==> src/rtl/mem_lsu.sv <==
// MEM stage: registers EX results and runs RV32 byte/half/word loads and stores
// over a req/gnt/rvalid data bus, stalling upstream while an access is in flight.
module mem_lsu #(
    parameter int REG_AW  = 5,
    parameter int CSR_AW  = 12,
    parameter int TIMEOUT = 255
) (
    input  logic              clk,
    input  logic              rst,
    input  logic              ex_valid,
    input  logic [REG_AW-1:0] ex_waddr,
    input  logic [31:0]       ex_wdata,
    input  logic              ex_we,
    input  logic              ex_csr_we,
    input  logic [CSR_AW-1:0] ex_csr_waddr,
    input  logic [31:0]       ex_csr_wdata,
    input  logic              ex_mem_re,
    input  logic              ex_mem_we,
    input  logic [2:0]        ex_mem_op,
    input  logic [31:0]       ex_mem_addr,
    input  logic [31:0]       ex_mem_wdata,
    output logic              dbus_req,
    output logic              dbus_we,
    output logic [31:0]       dbus_addr,
    output logic [3:0]        dbus_be,
    output logic [31:0]       dbus_wdata,
    input  logic              dbus_gnt,
    input  logic              dbus_rvalid,
    input  logic [31:0]       dbus_rdata,
    output logic              stall_req,
    output logic              mem_valid,
    output logic [REG_AW-1:0] mem_waddr,
    output logic [31:0]       mem_wdata,
    output logic              mem_we,
    output logic              mem_csr_we,
    output logic [CSR_AW-1:0] mem_csr_waddr,
    output logic [31:0]       mem_csr_wdata,
    output logic              mem_exc_misalign,
    output logic              mem_exc_fault
);

    localparam logic [1:0] S_IDLE = 2'd0;
    localparam logic [1:0] S_REQ  = 2'd1;
    localparam logic [1:0] S_RESP = 2'd2;

    localparam logic [7:0] TO_LIMIT = 8'(TIMEOUT);

    logic [1:0]        state;
    logic [7:0]        cnt;
    logic [7:0]        cnt_inc;
    logic              timeout_hit;

    // Fields captured at accept time, replayed into mem_* on completion.
    logic [1:0]        a_lsb;
    logic [2:0]        a_op;
    logic              a_load;
    logic [REG_AW-1:0] a_waddr;
    logic [31:0]       a_wdata;
    logic              a_we;
    logic              a_csr_we;
    logic [CSR_AW-1:0] a_csr_waddr;
    logic [31:0]       a_csr_wdata;

    logic              ex_is_mem;
    logic              misalign;
    logic [3:0]        st_be;
    logic [31:0]       st_wdata;
    logic [31:0]       rd_shifted;
    logic [31:0]       ld_data;

    assign ex_is_mem   = ex_mem_re | ex_mem_we;
    assign misalign    = ((ex_mem_op[1:0] == 2'b01) & ex_mem_addr[0]) |
                         (ex_mem_op[1] & (ex_mem_addr[1:0] != 2'b00));
    assign cnt_inc     = cnt + 8'd1;
    assign timeout_hit = (cnt_inc == TO_LIMIT);

    assign dbus_req  = (state == S_REQ);
    assign stall_req = ((state == S_IDLE) & ex_valid & ex_is_mem & ~misalign) |
                       (state == S_REQ) |
                       ((state == S_RESP) & ~dbus_rvalid);

    // NOTE: every always_comb output gets a default first so no latch is inferred.
    always_comb begin
        st_be    = 4'b1111;
        st_wdata = ex_mem_wdata;
        case (ex_mem_op[1:0])
            2'b00: begin
                st_be    = 4'b0001 << ex_mem_addr[1:0];
                st_wdata = {4{ex_mem_wdata[7:0]}};
            end
            2'b01: begin
                st_be    = 4'b0011 << ex_mem_addr[1:0];
                st_wdata = {2{ex_mem_wdata[15:0]}};
            end
            default: ;
        endcase
    end

    assign rd_shifted = dbus_rdata >> {a_lsb, 3'b000};

    always_comb begin
        ld_data = rd_shifted;
        case (a_op)
            3'b000:  ld_data = {{24{rd_shifted[7]}}, rd_shifted[7:0]};
            3'b100:  ld_data = {24'd0, rd_shifted[7:0]};
            3'b001:  ld_data = {{16{rd_shifted[15]}}, rd_shifted[15:0]};
            3'b101:  ld_data = {16'd0, rd_shifted[15:0]};
            default: ;
        endcase
    end

    // NOTE: sequential state uses non-blocking assignments so every register
    // samples pre-edge values regardless of statement order.
    always_ff @(posedge clk) begin
        if (rst) begin
            state            <= S_IDLE;
            cnt              <= 8'd0;
            dbus_we          <= 1'b0;
            dbus_addr        <= 32'd0;
            dbus_be          <= 4'd0;
            dbus_wdata       <= 32'd0;
            a_lsb            <= 2'd0;
            a_op             <= 3'd0;
            a_load           <= 1'b0;
            a_waddr          <= '0;
            a_wdata          <= 32'd0;
            a_we             <= 1'b0;
            a_csr_we         <= 1'b0;
            a_csr_waddr      <= '0;
            a_csr_wdata      <= 32'd0;
            mem_valid        <= 1'b0;
            mem_waddr        <= '0;
            mem_wdata        <= 32'd0;
            mem_we           <= 1'b0;
            mem_csr_we       <= 1'b0;
            mem_csr_waddr    <= '0;
            mem_csr_wdata    <= 32'd0;
            mem_exc_misalign <= 1'b0;
            mem_exc_fault    <= 1'b0;
        end else begin
            mem_valid        <= 1'b0;
            mem_exc_misalign <= 1'b0;
            mem_exc_fault    <= 1'b0;
            case (state)
                S_IDLE: begin
                    if (ex_valid) begin
                        if (!ex_is_mem) begin
                            mem_valid     <= 1'b1;
                            mem_waddr     <= ex_waddr;
                            mem_wdata     <= ex_wdata;
                            mem_we        <= ex_we;
                            mem_csr_we    <= ex_csr_we;
                            mem_csr_waddr <= ex_csr_waddr;
                            mem_csr_wdata <= ex_csr_wdata;
                        end else if (misalign) begin
                            mem_valid        <= 1'b1;
                            mem_exc_misalign <= 1'b1;
                            mem_we           <= 1'b0;
                            mem_csr_we       <= 1'b0;
                        end else begin
                            // re and we together is illegal; it degrades to a load.
                            dbus_we     <= ex_mem_we & ~ex_mem_re;
                            dbus_addr   <= {ex_mem_addr[31:2], 2'b00};
                            dbus_be     <= st_be;
                            dbus_wdata  <= st_wdata;
                            a_lsb       <= ex_mem_addr[1:0];
                            a_op        <= ex_mem_op;
                            a_load      <= ex_mem_re;
                            a_waddr     <= ex_waddr;
                            a_wdata     <= ex_wdata;
                            a_we        <= ex_we;
                            a_csr_we    <= ex_csr_we;
                            a_csr_waddr <= ex_csr_waddr;
                            a_csr_wdata <= ex_csr_wdata;
                            cnt         <= 8'd0;
                            state       <= S_REQ;
                        end
                    end
                end
                S_REQ: begin
                    cnt <= cnt_inc;
                    if (timeout_hit) begin
                        state         <= S_IDLE;
                        mem_valid     <= 1'b1;
                        mem_exc_fault <= 1'b1;
                        mem_we        <= 1'b0;
                        mem_csr_we    <= 1'b0;
                    end else if (dbus_gnt) begin
                        state <= S_RESP;
                    end
                end
                S_RESP: begin
                    cnt <= cnt_inc;
                    if (dbus_rvalid) begin
                        state         <= S_IDLE;
                        mem_valid     <= 1'b1;
                        mem_waddr     <= a_waddr;
                        mem_wdata     <= a_load ? ld_data : a_wdata;
                        mem_we        <= a_we;
                        mem_csr_we    <= a_csr_we;
                        mem_csr_waddr <= a_csr_waddr;
                        mem_csr_wdata <= a_csr_wdata;
                    end else if (timeout_hit) begin
                        state         <= S_IDLE;
                        mem_valid     <= 1'b1;
                        mem_exc_fault <= 1'b1;
                        mem_we        <= 1'b0;
                        mem_csr_we    <= 1'b0;
                    end
                end
                default: state <= S_IDLE;
            endcase
        end
    end

endmodule

==> config.mk <==
export PLATFORM = sky130hd
export DESIGN_NAME = mem_lsu
export DESIGN_NICKNAME = d
export VERILOG_FILES = /design/src/rtl/mem_lsu.sv
export SDC_FILE = /design/constraint.sdc
export NUM_CORES = 1
export LEC_CHECK = 0
export ABC_AREA = 0
export CAP_MARGIN = 20
export CORE_MARGIN = 1
export CORE_UTILIZATION = 47
export CTS_BUF_LIST = sky130_fd_sc_hd__clkbuf_16
export DETAILED_ROUTE_END_ITERATION = 10
export GPL_ROUTABILITY_DRIVEN = 1
export PLACE_DENSITY = 0.82
export SLEW_MARGIN = 30
export SYNTH_ARGS = -nofsm -noshare
export SYNTH_HDL_FRONTEND = slang
export SYNTH_SLANG_ARGS = --single-unit
==> constraint.sdc <==
create_clock -name clk -period 2.1 [get_ports clk]
set_input_delay 0.42 -clock clk [delete_from_list [all_inputs] [get_ports clk]]
set_output_delay 0.42 -clock clk [all_outputs]
set_load 0.02 [all_outputs]
# Word-level counts from Yosys, hierarchy flattened
# Index checks and enable logic that the tools add are counted.
# classes
addsub,1
n_eq_ne,15
shift,3
mux,51
bitwise,17
n_reduce_logical,14
# op_table
cell,n
$mux W32,7
$pmux W32 S2,3
$pmux W32 S4,1
$mux W12,3
$shr A32 B5 Y32,1
$mux W8,3
$pmux W12 S2,1
$pmux W8 S2,1
$mux W1,15
$mux W5,3
$mux W2,7
$reduce_and A4 Y1,3
$ne A2 B2 Y1 const B,5
$pmux W5 S2,1
$pmux W1 S3,3
$add A8 B1 Y8 const B,1
$eq A8 B8 Y1 const B,1
$pmux W4 S2,1
$and A1 B1 Y1,7
$eq A3 B3 Y1 const B,2
$ne A3 B3 Y1 const B,2
$not A1 Y1,6
$pmux W2 S3,1
$reduce_bool A2 Y1,3
other kinds (15),20
# totals
regBits,252
inputBits,189
output_inout_bits,157

# Logic depth before layout (Yosys ltp)
# depth
ltp_word,7
ltp_mapped,9

# Worst setup path after synthesis
# Ideal clock, no wire load.
# synth_path
path_type,input port to output port
startpoint,input ex_mem_op[1]
endpoint,output stall_req
arrival_time_ns,1.560
path_slack_ns,0.120
stages,7
n_path_buf,3
path_cell_list,clkbuf_1 -> nor2_2 -> o21ai_1 -> nand2b_1 -> buf_2 -> buf_2 -> nand2_1
# synth_between
elab_chain_cells,7
# synth_rtl
element,line_no,text
start: declaration,19,"input logic [2:0] ex_mem_op,"
$eq A2 B1 Y1,72,assign misalign = ((ex_mem_op[1:0] == 2'b01) & ex_mem_addr[0]) |
$and A1 B1 Y1,72,
$or A1 B1 Y1 *,72,
$not A1 Y1 (no line) *,n/a,
$and A1 B1 Y1 *,78,assign stall_req = ((state == S_IDLE) & ex_valid & ex_is_mem & ~misalign) |
$or A1 B1 Y1 *,78,
$or A1 B1 Y1 *,79,(state == S_REQ) |
end: declaration,30,"output logic stall_req,"
# Every way passes the cells marked *; elsewhere a longest branch is shown, timed or not.

# Final worst setup path
# layout_path
startpoint,input ex_mem_re
endpoint,output stall_req
# layout_between
elab_chain_cells,5
# layout_rtl
element,line_no,text
start: declaration,17,"input logic ex_mem_re,"
$or A1 B1 Y1,71,assign ex_is_mem = ex_mem_re | ex_mem_we;
$and A1 B1 Y1 (2 in series),78,
$or A1 B1 Y1,78,
$or A1 B1 Y1,79,
# Every way passes these cells.

==> reports/results.ini <==
[cells_and_area]
nets = 1878
drive_gt1_share_pct = 10.5
final_common_cell = clkdlybuf4s50_1
syn2layout_area_growth_pct = 44.9
n_antenna_cell = 0
layout_common_cells = clkdlybuf4s50_1 (338), nand2_1 (330), dfxtp_1 (250), a21oi_1 (162), nor2_1 (89)
post-route-util_pct = 69.4

[critical_path]
crit_required_ns = 1.68
path_delay_family = buffers and inverters
max_stage_delay_ns = 0.41
worstPathCellList = clkdlybuf4s50_1 -> or2_2 -> o21ai_2 -> nand2b_4 -> nand2_1 -> buf_2
crit_arrival_ns = 1.62
cp_max_fo = 2
crit_path_top_delay_cell = clkdlybuf4s50_1
end_kind = primary output
cp-start-kind = input pin
critPathKind = input pin to primary output
crit_buf_inv = 2

[clock_network]
cts_setup_buffers = 0
clk-insertion-delay-late_ns = 0.53
h-tree-depth = 1
clk_path_buf_depth = 3
cts_tree = yes
cts-root-buf = clkbuf_16
numCtsBuffers = 27
clk_pin_slew_ns = 0.05
cts_sinks = 252
ctsHoldBuffers = 0

[sta]
final.setup_skew_ns = 0.00800
post-route-period-util_pct = 96.9
setup_viol = 0
relSlewSlack_pct = 56.5
rsz0062_at_grt = false
whs_ns = 0.205
finalHoldViolCount = 0
maxSlewViolCount = 0
fmax_mhz = 491
tightestPinTransition_ns = 0.652
finalCriticalPeriod_ns = 2.04

[yosys]
synth_top_area_cell = dfxtp_1
synth_top_family_by_area = compound AO/OA/AOI/OAI gates
synth.avg_cell_area_um2 = 8.45
synthXorXnorAreaFrac_pct = 0.233
ys_seq_area_share_pct = 44.7
synth.mux.area_fraction_pct = 9.89
yosys_register_bits = 252
ys_top_cells_by_area = dfxtp_1 (45%), nand2_1 (11%), mux2i_1 (7.4%), a21oi_1 (7.2%), a211oi_1 (4.5%)
synth_compound_area_share_pct = 21.8
synthSimpleGateAreaFrac_pct = 17.1
synth_ff_type = dfxtp_1
async_flop_share_pct = 0
yosysWarnings = 0
synth_edf_count = 0
synth_cell_types = 61
syn_inst = 1335
synth.top_cell.area_share_pct = 44.7
netlist_area_mm2 = 0.0113
yosys.area_share.adder_pct = 0.665

[global_route]
grt-ovfl-total = 0
grt_pass1_wl_mm = 56.4
grt_pass1_vias = 11000
antenna_found_initial = 1
grt_start_max_net_pins = 84
track_usage_pct = 28.6

[floorplanning]
io_pins = 346
rows = 56
start_util_pct = 47.9
die_h_um = 157
chipWidth_um = 157
coreArea_mm2 = 0.0235
dieArea_mm2 = 0.0246

[drt]
drtIter0Drc = 592
wirelength_mm = 36.2
ant_nets = 0
remaining_drc_errors = 0
first_pass_iters = 5
vias = 11300
routed_via_density = 5.58
wire_per_inst_um = 18.0

[pwr]
peakVddDrop_mv = 0.712
power_density_mw_per_mm2 = 1080
p_leak_nw = 5.74

[placed_design]
dp_hpwl_mm = 24.9
routabilityCongestion = 0.882
portBuffers = 343

[hold_path]
hold_class = input pin to register

[status]
status = complete, no violations

[job]
cap_viol_max_count = 0

-- per-layer routing --
metal  track usage, %  vias to the layer above  routed length, um
li1                 -                     5389                  -
met2             48.9                      483              17300
met4             12.0                        2               1490
met1             34.6                     5294              14300
met5                0                        -                 11
met3             6.47                      100               3090
-- report_power, final --
part	switching, mW	internal [mW]	total, mW
clock network	1.91	2.56	4.47
registers	0.510	5.67	6.18
logic	3.73	3.28	7.01
-- Yosys cell counts (all sizes together), types with 2 or more instances --
| cell type | n |
|---|---|
| o2111ai | 4 |
| nand3 | 7 |
| xnor2 | 2 |
| mux4 | 8 |
| o211ai | 35 |
| buf | 69 |
| nor3 | 4 |
| o21ai | 27 |
| a2111oi | 2 |
| or3 | 17 |
| mux2 | 8 |
| a31o | 2 |
| and2b | 2 |
| and2 | 5 |
| o211a | 2 |
| a311oi | 12 |
| and3 | 2 |
| nand3b | 2 |
| o31ai | 2 |
| a211o | 2 |
| a21oi | 162 |
| a22oi | 17 |
| dfxtp | 252 |
| nand2b | 5 |
| a211oi | 69 |
| clkbuf | 49 |
| inv | 10 |
| a221oi | 16 |
| nor2 | 93 |
| nor2b | 5 |
| ha | 6 |
| o221ai | 7 |
| mux2i | 83 |
| nand2 | 330 |
-- worst paths after layout --
kind | start | endpoint | slack, ns | cells past startpoint
max | ex_mem_re | stall_req | 0.06 | 6
min | rst | mem_wdata[25] | 0.21 | 2
max reg2reg | state[0] | mem_wdata[19] | 0.10 | 8
min reg2reg | dbus_addr[31] | dbus_addr[31] | 0.45 | 2
-- state kept, by name (all words and copies together) (netlist names), 8 cells and up --
name,count
a_csr_wdata,32
a_wdata,32
dbus_wdata,32
mem_csr_wdata,32
mem_wdata,32
dbus_addr,30
a_csr_waddr,12
mem_csr_waddr,12
cnt,8
-- cell families (layout without fill, tap and decap cells) --
group | after synthesis | after routing
AO/OA/AOI/OAI | 369 | 369
XOR/XNOR | 3 | 3
adder cells (fa/ha/maj) | 6 | 6
buffers and inverters | 129 | 493
flip-flops | 252 | 252
multiplexers | 99 | 99
other | 1 | 2
AND/OR/NAND/NOR | 476 | 476
-- repair_timing --
action / CTS / global route
pin swaps: 0 / 0
endpoints found under the setup margin: 16 / 8
resized for setup: 16 / 5
-- through the flow --
stage	setup TNS, ns	instance area, um2	setup WS, ns	total power [mW]	instances
after floorplan	0	11300	0.120	9.85	1336
after global placement	-40.94	15500	-0.426	13.0	1973
after detailed placement	-46.47	15500	-0.414	13.2	1973
after CTS	0	16300	0.0171	17.7	2019
after global routing	0	16300	0.00696	18.5	2019
final	0	16300	0.0645	17.7	2019
-- layout make-up --
class                      instances  area [um2]
inverter                          11        41.3
multi-input combinational        955        5690
clock inverter                    19         136
clock buffer                      27         676
timing repair buffer             436        4360
fill                            1814        7200
sequential                       252        5050
tap                              319         399
Note: power is estimated with default switching activity, not from simulation.
